`config.mk`:
```
export PLATFORM = sky130hd
export DESIGN_NAME = md4_round_sequencer
export DESIGN_NICKNAME = d
export VERILOG_FILES = /design/src/rtl/md4_round_sequencer_pkg.sv /design/src/rtl/md4_round_sequencer_step.sv /design/src/rtl/md4_round_sequencer.sv
export SDC_FILE = /design/constraint.sdc
export NUM_CORES = 2
export LEC_CHECK = 0
export ABC_CLOCK_PERIOD_IN_PS = 47400
export CAP_MARGIN = 10
export CORE_AREA = 4 4 362 364
export CTS_BUF_LIST = sky130_fd_sc_hd__clkbuf_16
export CTS_CLUSTER_DIAMETER = 50
export DETAILED_ROUTE_END_ITERATION = 16
export DIE_AREA = 0 0 366 368
export DONT_BUFFER_PORTS = 1
export GPL_TIMING_DRIVEN = 0
export HOLD_SLACK_MARGIN = 0.06
export PLACE_DENSITY = 0.52
export SLEW_MARGIN = 20
export SYNTH_ARGS = -nofsm -noshare
export SYNTH_HDL_FRONTEND = slang
export SYNTH_SLANG_ARGS = --single-unit
```
`constraint.sdc`:
```
create_clock -name clk -period 47.4 [get_ports clk]
set_clock_uncertainty 0.2 [all_clocks]
set_input_delay 9.48 -clock clk [delete_from_list [all_inputs] [get_ports clk]]
set_output_delay 9.48 -clock clk [all_outputs]
set_load 0.05 [all_outputs]
```
`src/rtl/md4_round_sequencer_pkg.sv`:
```
// Shared constants, tables, state type and MD4 boolean functions for the
// iterative MD4 round sequencer.
package md4_round_sequencer_pkg;

  // Default chaining initial values (MD4 IV)
  localparam logic [31:0] IV_A_INIT = 32'h67452301;
  localparam logic [31:0] IV_B_INIT = 32'hEFCDAB89;
  localparam logic [31:0] IV_C_INIT = 32'h98BADCFE;
  localparam logic [31:0] IV_D_INIT = 32'h10325476;

  // Per-round additive constants
  localparam logic [31:0] K_R0 = 32'h00000000;
  localparam logic [31:0] K_R1 = 32'h5A827999;
  localparam logic [31:0] K_R2 = 32'h6ED9EBA1;

  // Index of the final step of a block (3 rounds x 16 steps)
  localparam logic [5:0] LAST_STEP = 6'd47;

  // Rotate amounts, selected by step[1:0]
  localparam logic [4:0] S_R0 [4] = '{5'd3, 5'd7, 5'd11, 5'd19};
  localparam logic [4:0] S_R1 [4] = '{5'd3, 5'd5, 5'd9, 5'd13};
  localparam logic [4:0] S_R2 [4] = '{5'd3, 5'd9, 5'd11, 5'd15};

  // Message word selected at each step within a round
  localparam logic [3:0] K_IDX_R0 [16] = '{4'd0, 4'd1, 4'd2, 4'd3, 4'd4, 4'd5, 4'd6, 4'd7,
                                           4'd8, 4'd9, 4'd10, 4'd11, 4'd12, 4'd13, 4'd14, 4'd15};
  localparam logic [3:0] K_IDX_R1 [16] = '{4'd0, 4'd4, 4'd8, 4'd12, 4'd1, 4'd5, 4'd9, 4'd13,
                                           4'd2, 4'd6, 4'd10, 4'd14, 4'd3, 4'd7, 4'd11, 4'd15};
  localparam logic [3:0] K_IDX_R2 [16] = '{4'd0, 4'd8, 4'd4, 4'd12, 4'd2, 4'd10, 4'd6, 4'd14,
                                           4'd1, 4'd9, 4'd5, 4'd13, 4'd3, 4'd11, 4'd7, 4'd15};

  typedef enum logic [1:0] {
    ST_IDLE  = 2'd0,
    ST_ROUND = 2'd1,
    ST_FINAL = 2'd2
  } state_t;

  // Round 0 selection function
  function automatic logic [31:0] md4_f(input logic [31:0] x, input logic [31:0] y,
                                        input logic [31:0] z);
    md4_f = (x & y) | (~x & z);
  endfunction

  // Round 1 majority function
  function automatic logic [31:0] md4_g(input logic [31:0] x, input logic [31:0] y,
                                        input logic [31:0] z);
    md4_g = (x & y) | (x & z) | (y & z);
  endfunction

  // Round 2 parity function
  function automatic logic [31:0] md4_h(input logic [31:0] x, input logic [31:0] y,
                                        input logic [31:0] z);
    md4_h = x ^ y ^ z;
  endfunction

  // 32-bit rotate left; s is never 0 in MD4 but the expression stays safe for it
  function automatic logic [31:0] rotl32(input logic [31:0] x, input logic [4:0] s);
    rotl32 = (x << s) | (x >> (6'd32 - {1'b0, s}));
  endfunction

endpackage

```
`src/rtl/md4_round_sequencer_step.sv`:
```
// Combinational single MD4 step, shared by all 48 steps of a block:
// result = rotl(a + fn_round(b,c,d) + x + k, s).
module md4_step
  import md4_round_sequencer_pkg::*;
(
  input  logic [31:0] a,
  input  logic [31:0] b,
  input  logic [31:0] c,
  input  logic [31:0] d,
  input  logic [31:0] x,
  input  logic [31:0] k,
  input  logic [4:0]  s,
  input  logic [1:0]  round,
  output logic [31:0] result
);

  logic [31:0] fval;
  logic [31:0] sum;

  // Pick the round's boolean function and form the wrapped 32-bit sum
  always_comb begin
    fval = 32'h0;
    case (round)
      2'd0:    fval = md4_f(b, c, d);
      2'd1:    fval = md4_g(b, c, d);
      default: fval = md4_h(b, c, d);
    endcase
    sum = a + fval + x + k;
  end

  assign result = rotl32(sum, s);

endmodule

```
`src/rtl/md4_round_sequencer.sv`:
```
// Iterative MD4 compression controller: accepts one 512-bit padded block at a
// time, runs 48 steps through a single shared step datapath, folds the result
// into the chaining registers and emits the digest after a block flagged last.
// Handshake: a block is taken on a rising edge where blk_valid and blk_ready
// are both high; blk_ready is high only in IDLE and blk_data/blk_last are
// latched at that edge, so the source may change or drop them afterwards.
module md4_round_sequencer
  import md4_round_sequencer_pkg::*;
#(
  parameter logic [31:0] IV_A = IV_A_INIT,
  parameter logic [31:0] IV_B = IV_B_INIT,
  parameter logic [31:0] IV_C = IV_C_INIT,
  parameter logic [31:0] IV_D = IV_D_INIT
) (
  input  logic         clk,
  input  logic         rst,
  input  logic         init,
  input  logic         blk_valid,
  output logic         blk_ready,
  input  logic [511:0] blk_data,
  input  logic         blk_last,
  output logic         busy,
  output logic         digest_valid,
  output logic [127:0] digest
);

  state_t       state;
  logic [5:0]   step;
  logic [511:0] blk;
  logic         last_q;

  // Working registers (updated every step) and chaining registers
  logic [31:0] wa, wb, wc, wd;
  logic [31:0] ca, cb, cc, cd;

  logic [1:0]  round;
  logic [3:0]  word_idx;
  logic [4:0]  shift;
  logic [31:0] kconst;
  logic [31:0] x_word;
  logic [31:0] step_new;
  logic [31:0] sum_a, sum_b, sum_c, sum_d;

  assign round = step[5:4];

  // Decode the current step into message word, rotate amount and constant
  always_comb begin
    word_idx = 4'd0;
    shift    = 5'd0;
    kconst   = 32'h0;
    case (round)
      2'd0: begin
        word_idx = K_IDX_R0[step[3:0]];
        shift    = S_R0[step[1:0]];
        kconst   = K_R0;
      end
      2'd1: begin
        word_idx = K_IDX_R1[step[3:0]];
        shift    = S_R1[step[1:0]];
        kconst   = K_R1;
      end
      default: begin
        word_idx = K_IDX_R2[step[3:0]];
        shift    = S_R2[step[1:0]];
        kconst   = K_R2;
      end
    endcase
    x_word = blk[32*word_idx +: 32];
  end

  md4_step u_step (
    .a      (wa),
    .b      (wb),
    .c      (wc),
    .d      (wd),
    .x      (x_word),
    .k      (kconst),
    .s      (shift),
    .round  (round),
    .result (step_new)
  );

  // Per-word feed-forward of the block result into the chain
  assign sum_a = ca + wa;
  assign sum_b = cb + wb;
  assign sum_c = cc + wc;
  assign sum_d = cd + wd;

  assign blk_ready = (state == ST_IDLE);
  assign busy      = ~blk_ready;

  // Sequencer FSM: accept block, run 48 steps, fold into chain, report digest
  always_ff @(posedge clk or posedge rst) begin
    if (rst) begin
      state        <= ST_IDLE;
      step         <= 6'd0;
      blk          <= '0;
      last_q       <= 1'b0;
      wa           <= 32'h0;
      wb           <= 32'h0;
      wc           <= 32'h0;
      wd           <= 32'h0;
      ca           <= IV_A;
      cb           <= IV_B;
      cc           <= IV_C;
      cd           <= IV_D;
      digest_valid <= 1'b0;
      digest       <= '0;
    end else begin
      digest_valid <= 1'b0;
      case (state)
        ST_IDLE: begin
          if (init) begin
            ca <= IV_A;
            cb <= IV_B;
            cc <= IV_C;
            cd <= IV_D;
          end
          if (blk_valid) begin
            blk    <= blk_data;
            last_q <= blk_last;
            step   <= 6'd0;
            state  <= ST_ROUND;
            // A same-cycle init means the block belongs to a new message
            if (init) begin
              wa <= IV_A;
              wb <= IV_B;
              wc <= IV_C;
              wd <= IV_D;
            end else begin
              wa <= ca;
              wb <= cb;
              wc <= cc;
              wd <= cd;
            end
          end
        end
        ST_ROUND: begin
          wa <= wd;
          wb <= step_new;
          wc <= wb;
          wd <= wc;
          if (step == LAST_STEP) begin
            step  <= 6'd0;
            state <= ST_FINAL;
          end else begin
            step <= step + 6'd1;
          end
        end
        ST_FINAL: begin
          ca <= sum_a;
          cb <= sum_b;
          cc <= sum_c;
          cd <= sum_d;
          if (last_q) begin
            digest       <= {sum_d, sum_c, sum_b, sum_a};
            digest_valid <= 1'b1;
          end
          state <= ST_IDLE;
        end
        default: state <= ST_IDLE;
      endcase
    end
  end

endmodule

```
# --- After elaboration in Yosys (flattened, before gate mapping) ---
# Memory sizes are Yosys's and may differ from the RTL's.
# Index checks and enable logic that the tools add are counted.
totals:
  ff_bits: 906
  mem_bits_ro: 192
  output_inout_bits: 131
  wordCells: 102
  n_memories: 3
memory_table:
  columns: ["memory", "depth", "width", "read_ports", "rd_clocked_by_memory_dff", "wr", "line_no", "rtl"]
  rows:
  - ["(no name shown)", 16, 4, 1, 0, 0, "md4_round_sequencer.sv:63", "word_idx = K_IDX_R2[step[3:0]];"]
  - ["(no name shown)", 16, 4, 1, 0, 0, "md4_round_sequencer.sv:58", "word_idx = K_IDX_R1[step[3:0]];"]
  - ["(no name shown)", 16, 4, 1, 0, 0, "md4_round_sequencer.sv:53", "word_idx = K_IDX_R0[step[3:0]];"]
classes:
  addsub: 9
  n_lt_le_gt_ge: 2
  eq_ne: 6
  shift: 3
  n_mux: 43
  bitwise_logic: 14
  n_reduce_logical: 8
ops:
  columns: ["operator", "n"]
  rows:
  - ["one-hot mux 32 bit (2 select lines)", 9]
  - ["variable part select 512 x 10 -> 32 bit", 1]
  - ["2-to-1 mux 32 bit", 8]
  - ["adder 32 bit", 6]
  - ["bitwise AND 32 bit", 4]
  - ["bitwise OR 32 bit", 4]
  - ["XOR 32 bit", 2]
  - ["one-hot mux 31 bit (2 select lines)", 1]
  - ["adder 32 x 31 -> 32 bit", 1]
  - ["NOT 32 bit", 1]
  - ["<< shifter 32 x 5 -> 32 bit", 1]
  - [">> shifter 32 x 6 -> 32 bit", 1]
  - ["binary-select mux 5 bit (select 2 bit)", 3]
  - ["2-to-1 mux 5 bit", 6]
  - ["2-to-1 mux 4 bit", 6]
  - ["2-to-1 mux 6 bit", 2]
  - ["one-hot mux 6 bit (2 select lines)", 1]
  - ["one-hot mux 5 bit (2 select lines)", 1]
  - ["one-hot mux 4 bit (2 select lines)", 1]
  - ["AND reduction 2 bit", 4]
  - ["adder 6 x 1 -> 6 bit, second input constant", 1]
  - ["== test 6 bit, second input constant", 1]
  - ["subtractor 6 x 5 -> 6 bit, first input constant", 1]
  - ["greater-or-equal comparator 5 bit, second input constant", 1]
  - ["12 further kinds", 18]

# --- Depth between registers and ports, before layout ---
depth:
  ltp_word: 11
  depth_mapped: 28

# --- Hierarchy ---
# A second synthesis with hierarchy kept.
unflattened:
  cells_unflattened: 6159
  area_unflattened_um2: 53799.1
by_module_without_submodules:
  columns: ["mod", "n_inst", "cells_per_inst", "area_per_inst_um2"]
  rows:
  - ["md4_round_sequencer", 1, 4854, 44485.2]
  - ["md4_step", 1, 1305, 9313.9]

# --- Worst setup path after synthesis ---
# OpenSTA, ideal clock, no wires.
synth_path:
  kind: "register -> output"
  startpoint: "register state[0]"
  endpoint: "output port busy"
  arrival_time_ns: 1.628
  required_time_ns: 37.720
  path_slack_ns: 36.092
  stages_incl_launch_ff: 3
  n_path_buf: 0
  cell_sequence: "dfrtp_1 nor2_1 inv_1"
synth_between:
  elab_chain_len: 2
synth_rtl:
  columns: ["element", "line_no", "rtl"]
  rows:
  - ["start: declaration", "md4_round_sequencer.sv:27", "state_t state;"]
  - ["start signal: assignment", "md4_round_sequencer.sv:95", "state <= ST_IDLE;"]
  - ["start signal: assignment", "md4_round_sequencer.sv:123", "state <= ST_ROUND;"]
  - ["start signal: assignment", "md4_round_sequencer.sv:145", "state <= ST_FINAL;"]
  - ["zero test 2 bit", "md4_round_sequencer.sv:89", "assign blk_ready = (state == ST_IDLE);"]
  - ["via blk_ready", "md4_round_sequencer.sv:19", "output logic blk_ready,"]
  - ["NOT 1 bit", "md4_round_sequencer.sv:90", "assign busy = ~blk_ready;"]
  - ["end: declaration", "md4_round_sequencer.sv:22", "output logic busy,"]
# The timed path passes the listed nets, and every way through them passes these cells.

# --- Worst setup path in the final report ---
layout_path:
  startpoint: "input port blk_valid"
  endpoint: "register blk[191]"
layout_between:
  elab_chain_len: 1
layout_rtl:
  columns: ["element", "line_no", "rtl"]
  rows:
  - ["start: declaration", "md4_round_sequencer.sv:18", "input logic blk_valid,"]
  - ["AND reduction 2 bit (no source line)", null, null]
  - ["end signal: assignment", "md4_round_sequencer.sv:120", "blk <= blk_data;"]
  - ["end: declaration", "md4_round_sequencer.sv:29", "logic [511:0] blk;"]
# No other way between the ends.
# A chain may end at the register's enable or synchronous reset.

==> impl_metrics.env <==
export IMPL_worst_setup_path_start_kind="input pin"
export IMPL_internal_power_mw=1.31
export IMPL_crit_path_end_kind="register"
export IMPL_synth_main_ff_cell="dfrtp_1"
export IMPL_placed_area_um2=53100
export IMPL_core_um2=127000
export IMPL_first_global_vias=43500
export IMPL_synth_xor_area_share_pct=2.49
export IMPL_worstPathMaxFanout=10
export IMPL_dp_hpwl_mm=173
export IMPL_max_flop_register="blk"
export IMPL_tritoncts="done"
export IMPL_postSynth_asyncResetShare_pct=100
export IMPL_finalMaxSlewViolations=0
export IMPL_final_util_pct=44.9
export IMPL_crit_type="input pin to register"
export IMPL_period_share_pct=25.5
export IMPL_syn_area_um2=50700
export IMPL_final_nets=6536
export IMPL_drt_pass1_iterations=5
export IMPL_synth_edf_count=0
export IMPL_worstPathBufferInverterCount=4
export IMPL_switching_share_pct=24.6
export IMPL_postRouteAntennaNets=0
export IMPL_h_tree_depth=3
export IMPL_p_comb_share_pct=2.8
export IMPL_slowest_stage="clkbuf_1"
export IMPL_avgSynthCellArea_um2=9.01
export IMPL_rsz0062_at_grt="no"
export IMPL_clk_path_buf_depth=3
export IMPL_grt_overflow=0
export IMPL_die_y_um=368
export IMPL_crit_chain="and2_1 > clkbuf_1 > clkbuf_1 > clkbuf_2 > clkbuf_1 > nand2_1 > nand2_1"
export IMPL_numClockSinks=906
export IMPL_synth_area_leaders="dfrtp_1 42%, nand2_1 14%, mux4_2 5.6%"
export IMPL_synthMuxAreaShare_pct=7.78
export IMPL_cts_setup_buffers=0
export IMPL_p_seq_share_pct=45.0
export IMPL_switching_power_mw=0.429
export IMPL_io_pins=648
export IMPL_start_util_pct=39.8
export IMPL_synth_compound_area_share_pct=14.3
export IMPL_num_vias=43100
export IMPL_synth_cell_types=91
export IMPL_hold_buffers=0
export IMPL_tns_ns=0
export IMPL_hold_worst_slack_ns=0.269
export IMPL_grt_max_degree=101
export IMPL_io_buffer_count=0
export IMPL_hold_viol_final=0
export IMPL_ctsResizeCount=0
export IMPL_grt_pass1_wl_mm=310
export IMPL_routed_wirelength_mm=216
export IMPL_worst_pin_slew_ns=1.27
export IMPL_relSlewSlack_pct=14.7
export IMPL_synth_simple_area_share_pct=19.1
export IMPL_slowest_delay_ns=0.70
export IMPL_clk_latency_ns=0.76
export IMPL_first_iter_violations=3935
export IMPL_synth_top_family_by_area="simple AND/OR/NAND/NOR gates"
export IMPL_critical_path_required_ns=47.89
export IMPL_syn_nets=6406
export IMPL_dp_cells=7304
export IMPL_yosysSeqAreaShare_pct=44.9
export IMPL_row_count=131
export IMPL_run_status="completed"
export IMPL_ys_warn_count=0
export IMPL_setup_viol=0
export IMPL_synthAdderAreaFrac_pct=7.69
export IMPL_fill_cells=12800
export IMPL_ctsRootBufferMaster="clkbuf_16"
export IMPL_antenna_found_initial=75
export IMPL_wl_per_cell_um=28.5
export IMPL_synth_top_area_share_pct=41.5
export IMPL_pre_cts_slack_ns=34.59
export IMPL_p_clk_share_pct=52.2
export IMPL_largest_reg_flops=512
export IMPL_area_growth_pct=12.7
export IMPL_synth_seq_cells=906
export IMPL_numCtsBuffers=118
export IMPL_arrival_ns=12.56
export IMPL_drive_gt1_share_pct=8.25
export IMPL_clk_pin_slew_ns=0.06
export IMPL_vdd_ir_drop_max_uv=31.4
export IMPL_cpMostUsedCell="clkbuf_1"
export IMPL_drcViolationCount=0
export IMPL_min_period_ns=12.07
export IMPL_routed_via_density=5.69
export IMPL_design_area_um2=57200
export IMPL_largestRegisters="blk: 512 flops, digest: 128 flops"
export IMPL_instances_no_fill=7578
export IMPL_die_area_um2=135000
export IMPL_leakage_nw=27.5
export IMPL_track_usage_pct=31.4
export IMPL_yosysTopAreaCell="dfrtp_1"
export IMPL_power_mw=1.74
export IMPL_fmax_mhz=82.9
export IMPL_crit_family="buffers and inverters"
export IMPL_syn_inst=5632
export IMPL_globalplace_congestion=0.981
export IMPL_max_cap_violations=0
export IMPL_worst_slack_ns=35.33
export IMPL_powerDensity_nw_per_um2=30.4
export IMPL_hp_class="register to register"
export IMPL_floorplan_die_width_um=366
kinds of logic after synthesis:
family | Yosys count
AO/OA/AOI/OAI | 1161
XOR/XNOR | 144
adder cells (fa/ha/maj) | 257
buffers and inverters | 515
flip-flops | 906
multiplexers | 235
AND/OR/NAND/NOR | 2414
metal layers:
layer,part of all wire [%],up-vias,global-route usage [%],wire (um)
li1,-,19500,-,-
met1,40,21600,39.5,87100
met2,47,1602,51.4,102000
met3,7.2,409,7.24,15600
met4,5.2,34,14.8,11200
met5,0.11,-,0,227
worst paths after layout:
path | start | endpoint | slack, ns | depth (start not counted)
max in group asynchronous | rst | blk[182] | 36.47 | 5
hold / removal | blk[293] | blk[293] | 0.27 | 2
min in group asynchronous | rst | digest[105] | 8.47 | 1
setup / recovery | blk_valid | blk[191] | 35.33 | 7
hold reg to reg | blk[293] | blk[293] | 0.27 | 2
setup reg to reg | step[0] | wb[14] | 38.60 | 23
cell usage in the layout, fill, tap and decap left out, types with 14 or more instances in the layout:
master / count
clkbuf_1: 278
nor3b_1: 18
nor2b_1: 34
nand2b_1: 26
dfrtp_1: 842
clkinv_1: 23
ha_1: 166
nor3_1: 46
buf_1: 17
o21bai_1: 16
and2_1: 14
o21ai_0: 387
nand3_1: 48
o21a_1: 38
nand4_1: 14
mux2_2: 26
buf_2: 24
nor2_1: 203
a211oi_1: 65
clkinv_2: 18
o22ai_1: 26
a21oi_1: 277
o21ai_1: 15
a31oi_1: 24
xor2_1: 73
and3_1: 25
mux4_2: 125
nand2_1: 1952
o211ai_1: 47
a21o_1: 69
inv_1: 195
o221ai_1: 33
xnor2_1: 71
a22oi_1: 46
dfstp_2: 64
mux2i_1: 84
clkbuf_16: 118
fa_1: 91
diode_2: 48
cells in the mapped netlist (20+ instances only):
cell,count
a211oi_1,65
a21o_1,69
a21oi_1,278
a22oi_1,46
a31oi_1,24
and3_1,25
buf_1,23
buf_2,20
clkbuf_1,283
dfrtp_1,842
dfstp_2,64
fa_1,91
ha_1,166
inv_1,185
mux2_2,26
mux2i_1,84
mux4_2,125
nand2_1,1952
nand2b_1,26
nand3_1,48
nor2_1,204
nor2b_1,34
nor3_1,46
o211ai_1,47
o21a_1,38
o21ai_0,387
o221ai_1,33
o22ai_1,26
xnor2_1,71
xor2_1,73
power by group through the flow:
| stage | Sequential, mW | Combinational (mW) | Clock, mW |
|---|---|---|---|
| after floorplan | 0.795 | 0.0339 | 0 |
| after global placement | 0.797 | 0.0458 | 0 |
| after detailed placement | 0.796 | 0.0495 | 0 |
| after CTS | 0.782 | 0.0495 | 0.918 |
| after global routing | 0.782 | 0.0551 | 0.952 |
| final | 0.782 | 0.0486 | 0.908 |
layout make-up:
class / count / area, um2 / share of cell area, %
well taps: 1662 / 2080 / 3.64
clock inverters: 108 / 1000 / 1.75
clock buffers: 118 / 2950 / 5.16
plain buffers: 329 / 1280 / 2.25
diodes: 48 / 120 / 0.210
repair buffers: 10 / 275 / 0.481
flip-flops and latches: 906 / 22800 / 39.8
inverters: 186 / 706 / 1.23
multi-input cells: 4211 / 26000 / 45.5
tightest hold or removal path, delay by kind of cell, from the launching register on:
family | cells | cell delay (ns)
and+or+nand+nor | 2 | 0.10
DFF | 1 | 0.34
Note: power is estimated with default switching activity, not from simulation.
